[config.mk]
export PLATFORM = sky130hd
export DESIGN_NAME = passcode_matcher_flat
export DESIGN_NICKNAME = d
export VERILOG_FILES = /design/src/rtl/passcode_matcher_if.sv /design/src/rtl/passcode_matcher.sv /design/src/flat_wrapper.sv
export SDC_FILE = /design/constraint.sdc
export NUM_CORES = 1
export LEC_CHECK = 0
export CAP_MARGIN = 20
export CORE_MARGIN = 5
export CORE_UTILIZATION = 45
export DETAILED_ROUTE_END_ITERATION = 6
export PLACE_DENSITY = 0.79
export SLEW_MARGIN = 5
export SYNTH_ARGS = -nofsm -noshare
export SYNTH_HDL_FRONTEND = slang
export SYNTH_SLANG_ARGS = --single-unit
[constraint.sdc]
create_clock -name clk -period 1.92 [get_ports clk]
set_input_delay 0.384 -clock clk [delete_from_list [all_inputs] [get_ports clk]]
set_output_delay 0.384 -clock clk [all_outputs]
set_load 0.05 [all_outputs]
[src/rtl/passcode_matcher_if.sv]
// Keypad/lock-controller bundle for passcode_matcher: digit strobes, compare request,
// password inputs and the verdict/status outputs.
// The master drives entry and password signals; the slave (the matcher) drives status.
interface passcode_matcher_if #(
  parameter int DIGIT_W = 2,
  parameter int MAX_LEN = 4
);
  localparam int LW = $clog2(MAX_LEN + 1);

  logic                       key_valid;
  logic [DIGIT_W-1:0]         key_digit;
  logic                       key_clear;
  logic                       compare;
  logic [MAX_LEN*DIGIT_W-1:0] pw_sys;
  logic [LW-1:0]              pw_length;
  logic [LW-1:0]              num_inputs;
  logic                       overflow;
  logic                       match;
  logic                       mismatch;
  logic                       locked;

  modport master (
    output key_valid, key_digit, key_clear, compare, pw_sys, pw_length,
    input  num_inputs, overflow, match, mismatch, locked
  );

  modport slave (
    input  key_valid, key_digit, key_clear, compare, pw_sys, pw_length,
    output num_inputs, overflow, match, mismatch, locked
  );
endinterface

[src/rtl/passcode_matcher.sv]
// Keypad code checker: buffers strobed digits and compares them to the system password.
// Latency: num_inputs/overflow update and match/mismatch pulse one cycle after the input edge.
// No backpressure; inputs are ignored during lockout. Lockout built only with PASSCODE_LOCKOUT_EN.
module passcode_matcher #(
  parameter int DIGIT_W     = 2,
  parameter int MAX_LEN     = 4,
  parameter int MAX_FAILS   = 3,
  parameter int LOCK_CYCLES = 1000
) (
  input  logic              clk,
  input  logic              resetn,
  passcode_matcher_if.slave bus
);
  localparam int LW = $clog2(MAX_LEN + 1);

  // Reject configurations that would make the lockout counters meaningless.
  if (MAX_FAILS < 1 || LOCK_CYCLES < 1) begin : g_bad_cfg
    $error("passcode_matcher: MAX_FAILS and LOCK_CYCLES must be at least 1");
  end

  logic [DIGIT_W-1:0] entry_q [MAX_LEN];
  logic [DIGIT_W-1:0] entry_d [MAX_LEN];
  logic [LW-1:0]      num_q, num_d;
  logic               ovf_q, ovf_d;
  logic               match_q, match_d;
  logic               mismatch_q, mismatch_d;
  logic               digits_eq;
  logic               code_ok;
  logic               accept;

`ifdef PASSCODE_LOCKOUT_EN
  localparam int FW = $clog2(MAX_FAILS + 1);
  localparam int TW = $clog2(LOCK_CYCLES + 1);

  typedef enum logic {
    ST_ENTRY   = 1'b0,
    ST_LOCKOUT = 1'b1
  } state_e;

  state_e        state_q, state_d;
  logic [FW-1:0] fail_q, fail_d;
  logic [TW-1:0] timer_q, timer_d;
`endif

  // Entry is correct only if it is exactly pw_length digits long and every digit agrees.
  always_comb begin
    digits_eq = 1'b1;
    for (int i = 0; i < MAX_LEN; i++) begin
      if (LW'(i) < bus.pw_length &&
          entry_q[i] != bus.pw_sys[i*DIGIT_W +: DIGIT_W]) begin
        digits_eq = 1'b0;
      end
    end
    code_ok = !ovf_q &&
              (bus.pw_length >= LW'(1)) &&
              (bus.pw_length <= LW'(MAX_LEN)) &&
              (num_q == bus.pw_length) &&
              digits_eq;
  end

  // Next-state logic: clear beats compare beats digit capture; nothing is accepted while locked.
  always_comb begin
    entry_d    = entry_q;
    num_d      = num_q;
    ovf_d      = ovf_q;
    match_d    = 1'b0;
    mismatch_d = 1'b0;
`ifdef PASSCODE_LOCKOUT_EN
    state_d    = state_q;
    fail_d     = fail_q;
    timer_d    = timer_q;
    accept     = (state_q == ST_ENTRY);
`else
    accept     = 1'b1;
`endif

    if (accept) begin
      if (bus.key_clear) begin
        num_d = '0;
        ovf_d = 1'b0;
      end else if (bus.compare) begin
        num_d = '0;
        ovf_d = 1'b0;
        if (code_ok) begin
          match_d = 1'b1;
`ifdef PASSCODE_LOCKOUT_EN
          fail_d  = '0;
`endif
        end else begin
          mismatch_d = 1'b1;
`ifdef PASSCODE_LOCKOUT_EN
          if (fail_q == FW'(MAX_FAILS - 1)) begin
            state_d = ST_LOCKOUT;
            fail_d  = '0;
            timer_d = TW'(LOCK_CYCLES);
          end else begin
            fail_d  = fail_q + 1'b1;
          end
`endif
        end
      end else if (bus.key_valid) begin
        if (num_q < LW'(MAX_LEN)) begin
          for (int i = 0; i < MAX_LEN; i++) begin
            if (LW'(i) == num_q) begin
              entry_d[i] = bus.key_digit;
            end
          end
          num_d = num_q + 1'b1;
        end else begin
          ovf_d = 1'b1;
        end
      end
    end

`ifdef PASSCODE_LOCKOUT_EN
    // The cycle in which the timer is at 1 is the last locked cycle.
    if (state_q == ST_LOCKOUT) begin
      if (timer_q == TW'(1)) begin
        state_d = ST_ENTRY;
        timer_d = '0;
      end else begin
        timer_d = timer_q - 1'b1;
      end
    end
`endif
  end

  // State registers with synchronous active-low reset; a verdict in the reset cycle is dropped.
  always_ff @(posedge clk) begin
    if (!resetn) begin
      entry_q    <= '{default: '0};
      num_q      <= '0;
      ovf_q      <= 1'b0;
      match_q    <= 1'b0;
      mismatch_q <= 1'b0;
`ifdef PASSCODE_LOCKOUT_EN
      state_q    <= ST_ENTRY;
      fail_q     <= '0;
      timer_q    <= '0;
`endif
    end else begin
      entry_q    <= entry_d;
      num_q      <= num_d;
      ovf_q      <= ovf_d;
      match_q    <= match_d;
      mismatch_q <= mismatch_d;
`ifdef PASSCODE_LOCKOUT_EN
      state_q    <= state_d;
      fail_q     <= fail_d;
      timer_q    <= timer_d;
`endif
    end
  end

  assign bus.num_inputs = num_q;
  assign bus.overflow   = ovf_q;
  assign bus.match      = match_q;
  assign bus.mismatch   = mismatch_q;
`ifdef PASSCODE_LOCKOUT_EN
  assign bus.locked     = (state_q == ST_LOCKOUT);
`else
  assign bus.locked     = 1'b0;
`endif
endmodule

[src/flat_wrapper.sv]
// flat-port wrapper written by rule: the top's interface ports become plain ports
module passcode_matcher_flat 
#(
  parameter int DIGIT_W     = 2,
  parameter int MAX_LEN     = 4,
  parameter int MAX_FAILS   = 3,
  parameter int LOCK_CYCLES = 1000
)
  (clk, resetn, bus_key_valid, bus_key_digit, bus_key_clear, bus_compare, bus_pw_sys, bus_pw_length, bus_num_inputs, bus_overflow, bus_match, bus_mismatch, bus_locked);
  passcode_matcher_if #(.DIGIT_W(DIGIT_W), .MAX_LEN(MAX_LEN)) bus_i ();
  input  logic clk;
  input  logic resetn;
  input wire logic [$bits(bus_i.key_valid)-1:0] bus_key_valid;
  input wire logic [$bits(bus_i.key_digit)-1:0] bus_key_digit;
  input wire logic [$bits(bus_i.key_clear)-1:0] bus_key_clear;
  input wire logic [$bits(bus_i.compare)-1:0] bus_compare;
  input wire logic [$bits(bus_i.pw_sys)-1:0] bus_pw_sys;
  input wire logic [$bits(bus_i.pw_length)-1:0] bus_pw_length;
  output wire logic [$bits(bus_i.num_inputs)-1:0] bus_num_inputs;
  output wire logic [$bits(bus_i.overflow)-1:0] bus_overflow;
  output wire logic [$bits(bus_i.match)-1:0] bus_match;
  output wire logic [$bits(bus_i.mismatch)-1:0] bus_mismatch;
  output wire logic [$bits(bus_i.locked)-1:0] bus_locked;
  assign bus_i.key_valid = bus_key_valid;
  assign bus_i.key_digit = bus_key_digit;
  assign bus_i.key_clear = bus_key_clear;
  assign bus_i.compare = bus_compare;
  assign bus_i.pw_sys = bus_pw_sys;
  assign bus_i.pw_length = bus_pw_length;
  assign bus_num_inputs = bus_i.num_inputs;
  assign bus_overflow = bus_i.overflow;
  assign bus_match = bus_i.match;
  assign bus_mismatch = bus_i.mismatch;
  assign bus_locked = bus_i.locked;
  passcode_matcher #(.DIGIT_W(DIGIT_W), .MAX_LEN(MAX_LEN), .MAX_FAILS(MAX_FAILS), .LOCK_CYCLES(LOCK_CYCLES)) u_core (.clk(clk), .resetn(resetn), .bus(bus_i));
endmodule
Word level (Yosys, flattened, before mapping)
Index checks and enable logic that the tools add are counted.
{ "word_totals": {"word_cells": 52, "in_bits": 18, "regBits": 14, "output_inout_bits": 7} }
{ "classes": {"add_sub_neg": 1, "n_reduce_logical": 18, "bitwise_logic": 4, "eq_ne": 8, "order_cmp": 7, "mux": 6} }
{ "ops": {"columns": ["cell", "count"], "rows": [
  ["5-bit AND reduction", 4],
  ["1-bit logical AND", 8],
  ["2-bit inequality test", 4],
  ["2-bit by 3-bit equality test with 1-bit output (first input constant)", 2],
  ["1-bit by 3-bit < comparator with 1-bit output (first input constant)", 2],
  ["2-bit by 3-bit < comparator with 1-bit output (first input constant)", 2],
  ["1-bit 2-to-1 mux", 6],
  ["3-bit OR reduction", 2],
  ["1-bit inverter", 4],
  ["2-bit AND reduction", 2],
  ["3-bit by 1-bit adder with 3-bit output (second input constant)", 1],
  ["1-bit by 3-bit equality test with 1-bit output (first input constant)", 1],
  ["3-bit equality test", 1],
  ["3-bit by 1-bit greater-or-equal comparator with 1-bit output (second input constant)", 1],
  ["3-bit less-or-equal comparator (second input constant)", 1],
  ["3-bit logical NOT", 1],
  ["3-bit < comparator (second input constant)", 1],
  ["1-bit logical NOT", 1]
]} }

Logic depth before layout (Yosys ltp)
{ "logic_depth": {"ltp_word": 8, "depth_mapped": 5, "ltp_nobuf": 5} }

Worst setup path after synthesis
Ideal clock, no wire load.
{ "synth_timing": {"path_kind": "flip-flop to flip-flop", "from": "reg u_core.num_q[1], in the netlist u_core.bus.num_inputs[1]", "to": "reg u_core.match_q, in the netlist u_core.bus.match", "path_stages_with_launch": 5, "n_path_buf": 0, "synth_period_minus_slack_ps": 1535, "t_arrival_ps": 1475, "setup_ps": 60, "required_time_ps": 1860, "path_slack_ps": 385, "cell_sequence": "dfxtp_1 inv_1 a221oi_1 o221a_2 o2111a_1"} }
{ "synth_between": {"elab_chain_len": 4} }
{ "synth_lines": {"columns": ["element", "line_no", "rtl"], "rows": [
  ["from (decl)", "passcode_matcher.sv:23", "logic [LW-1:0] num_q, num_d;"],
  ["from (signal assigned)", "passcode_matcher.sv:143", "num_q <= num_d;"],
  ["3-bit equality test", "passcode_matcher.sv:57", "(num_q == bus.pw_length) &&"],
  ["1-bit logical AND", "passcode_matcher.sv:56", "(bus.pw_length <= LW'(MAX_LEN)) &&"],
  ["1-bit logical AND", "passcode_matcher.sv:57", null],
  ["1-bit 2-to-1 mux", "passcode_matcher.sv:84", "if (code_ok) begin"],
  ["to (signal assigned)", "passcode_matcher.sv:145", "match_q <= match_d;"],
  ["to (decl)", "passcode_matcher.sv:25", "logic match_q, match_d;"]
]} }
No other way between the ends.
A chain may end at the register's enable or synchronous reset.

Worst setup path after layout
{ "layout_timing": {"from": "reg u_core.ovf_q, in the netlist u_core.bus.overflow", "to": "out bus_overflow"} }
{ "layout_lines": {"columns": ["element", "line_no", "rtl"], "rows": [
  ["from (decl)", "passcode_matcher.sv:24", "logic ovf_q, ovf_d;"],
  ["from (signal assigned)", "passcode_matcher.sv:144", "ovf_q <= ovf_d;"],
  ["to (decl)", "flat_wrapper.sv:20", "output wire logic [$bits(bus_i.overflow)-1:0] bus_overflow;"]
]} }
No word-level cell between the ends.

==> metrics <==
Reg2Reg Depth=4; fin cells=146; area leader, netlist=dfxtp_1; # placed instances=143; Startpoint Class=flop; Remaining Overflow, GRT=0; GRT Total Usage=15.2%; leakage power=0.418 nW; hold path startpoint=u_core.entry_q[0]; VDD IR max=424 uV; final wirelength=1.81 mm; CTS sink cnt=14; Power per Cell Area=517 nW/um2; worst hold path class=flop to flop; slew of the pin with the lowest slew margin=0.503 ns; Die Wd=52.4 um; Synth Area per Inst=8.59 um2; largest net degree at the start of global routing=13; area of the mapped netlist=807 um2; element type at the critical path end=primary output; max-cap violation count=0; routability cong.=0.765; Port Buf Inserts=23; Worst-path clk slew=0.08 ns; r2r endpoint=u_core.bus.match; Synth top cells by count=dfxtp_1 (14), nand2_1 (14), nand3_1 (8); hold_ws=0.479 ns; crit-path cells=clkdlybuf4s50_1; H-Tree Depth=1; share of cells above drive strength 1=10.7%; Die Ht=52.4 um; antenna cells=0; Tmin final=1.83 ns; dominant synthesized flop cell=dfxtp_1; Setup-failing EPs final=0; # fillers=149; Final Max Tran Viols=0; Critical Path Max Stage Delay=0.82 ns; R2R Path Start=u_core.entry_q[7]; internal cell power=0.426 mW; total CTS buffers=3; synthesized instance count=94; Yosys reg bits=14; kind of cell adding the most delay to the critical path=buffers and inverters; sequential fraction of the synthesis area=34.7%; crit path DAT=1.45 ns; Area Growth Syn to Fin=35.5%; Starting Density=47.3%; reg-to-reg slack, setup=0.45 ns; number of global-route vias before repair=725; IO Count=25; YS warnings=0; clock power share=28.3%; WL/cell=12.4 um; first-pass iteration count of the detailed router=4; CP required=1.54 ns; Max Freq=546 MHz; WHS Path Cells=2; DR vias=750; setup bufs post-CTS=0; Hold Buf Count CTS=0; sequential share of power=52.5%; initial antenna violation count=0; outcome=finished clean; critical path buffer and inverter count=1; clock buffer depth=2; CTS tree=built; largest cells by area after synthesis=dfxtp_1 (35%), ha_1 (7.8%), nand2_1 (6.5%); PostCTS Resize Cnt=0; Cell Rows=15; worst hold endpoint=u_core.entry_q[0]; sw power=0.140 mW; FF/Latch Area=280 um2; Slew headroom=66.4%; core area=1710 um2; final instance area=1090 um2; Detail Route Antenna Nets=0; Comb power frac=19.1%; Sw Ratio=24.8%; RSZ-0062 raised after global routing=false; vias per cell=5.14; EDFF count, synth=0; Async S/R FF share, synth=0%; first-pass GRT wire length=3.11 mm; synth unique cells=28; Initial DRC Count=8; clk_lat worst skew=0.27 ns; root buf cell=clkbuf_4; die area=2740 um2; Post-DP HPWL=1.54 mm; Worst Skew=0.000922 ns; crit share post-route=95.5%; Worst Path Class, Setup=flop to primary output; CP max stage cell=clkdlybuf4s50_1; Net Count, Synth=117; Placed Area=1070 um2; drt drc=0; Hold Fails Final Rpt=0; Final Net Count=146; footprint of the multi-input gates=499 um2; crit-path max FO=3; post-synth top area share=34.7%
==> per-stage QoR <==
| step | worst slack (ns) | total power [mW] | setup TNS [ns] | util [%] |
|---|---|---|---|---|
| 3_5_place_dp | -0.0140 | 0.413 | -0.0140 | 62.7 |
| 5_1_grt | 0.0314 | 0.590 | 0 | 64.0 |
| 6_report | 0.0871 | 0.566 | 0 | 64.0 |
| 4_1_cts | 0.0779 | 0.571 | 0 | 64.0 |
| 3_3_place_gp | 0.0299 | 0.411 | 0 | 62.7 |
| 2_1_floorplan | 0.385 | 0.355 | 0 | - |
==> state kept, by name, summed over array words and instances (netlist names) <==
register	count
u_core.entry_q	8
u_core.bus.num_inputs	3
u_core.bus.match	1
u_core.bus.mismatch	1
u_core.bus.overflow	1
==> final cells by class <==
type	count	area share, %
timing repair buffer	26	22.4
tap	25	2.86
sequential	14	25.6
multi-input combinational	74	45.7
inverter	4	1.37
clock buffer	3	2.06
==> power groups by stage <==
stage / sequential (mW) / combinational, mW / clock [mW]
2_1_floorplan: 0.312 / 0.0432 / 0
5_1_grt: 0.298 / 0.117 / 0.175
3_3_place_gp: 0.304 / 0.107 / 0
3_5_place_dp: 0.304 / 0.108 / 0
6_report: 0.297 / 0.108 / 0.160
4_1_cts: 0.297 / 0.109 / 0.164
==> cells in the final DEF, fill, tap and decap left out <==
cell / synthesis / routed
a221oi_1: 1 / 1
nand3_1: 8 / 8
clkbuf_4: 0 / 3
a21boi_0: 5 / 5
and3_1: 1 / 1
nor4b_2: 1 / 1
xnor2_1: 4 / 4
nand2_1: 14 / 14
o2bb2ai_2: 1 / 1
conb_1: 1 / 1
nand2b_1: 2 / 2
nand4bb_1: 1 / 1
o221a_2: 1 / 1
o22ai_1: 1 / 1
o21bai_1: 1 / 1
inv_1: 4 / 4
or4_4: 1 / 1
nand3b_1: 1 / 1
nor2b_1: 2 / 2
o21ai_0: 1 / 1
dfxtp_1: 14 / 14
clkdlybuf4s50_1: 0 / 20
a21boi_1: 3 / 3
ha_1: 5 / 5
buf_4: 1 / 6
o2111a_1: 1 / 1
nor2_1: 7 / 7
a21oi_1: 5 / 5
xor2_1: 6 / 6
==> worst register-to-register path, stage by stage, from the launching register on <==
cell and delay, ns:
dfxtp_1 0.34, xor2_1 0.17, or4_4 0.56, o2bb2ai_2 0.17, o2111a_1 0.18
==> cells by family after synthesis <==
kind of cell | after synthesis | synth area share [%]
flip-flops | 14 | 34.7
AO/OA/AOI/OAI | 20 | 18.6
XOR/XNOR | 10 | 10.9
AND/OR/NAND/NOR | 38 | 24.2
adder cells (fa/ha/maj) | 5 | 7.75
buffers and inverters | 6 | 3.41
other | 1 | 0.465
==> worst max path at each step <==
stage / from / end / slack, ns / cells after the start
floorplan: u_core.bus.num_inputs[1] / u_core.bus.match / 0.39 / 4
global placement: bus_pw_sys[1] / u_core.bus.match / 0.03 / 5
detailed placement: bus_pw_sys[1] / u_core.bus.match / -0.01 / 5
CTS: u_core.bus.overflow / bus_overflow / 0.08 / 1
global route: u_core.bus.overflow / bus_overflow / 0.03 / 1
finish: u_core.bus.overflow / bus_overflow / 0.09 / 1
==> layer usage <==
metal / up-vias / GRT usage [%] / wire (um)
met4: 0 / 7.66 / 39
met5: - / 0 / 0
met2: 14 / 26.2 / 916
met1: 352 / 18.1 / 774
met3: 4 / 1.99 / 77
li1: 380 / - / -
No activity file was read; power rests on OpenSTA's default activity.
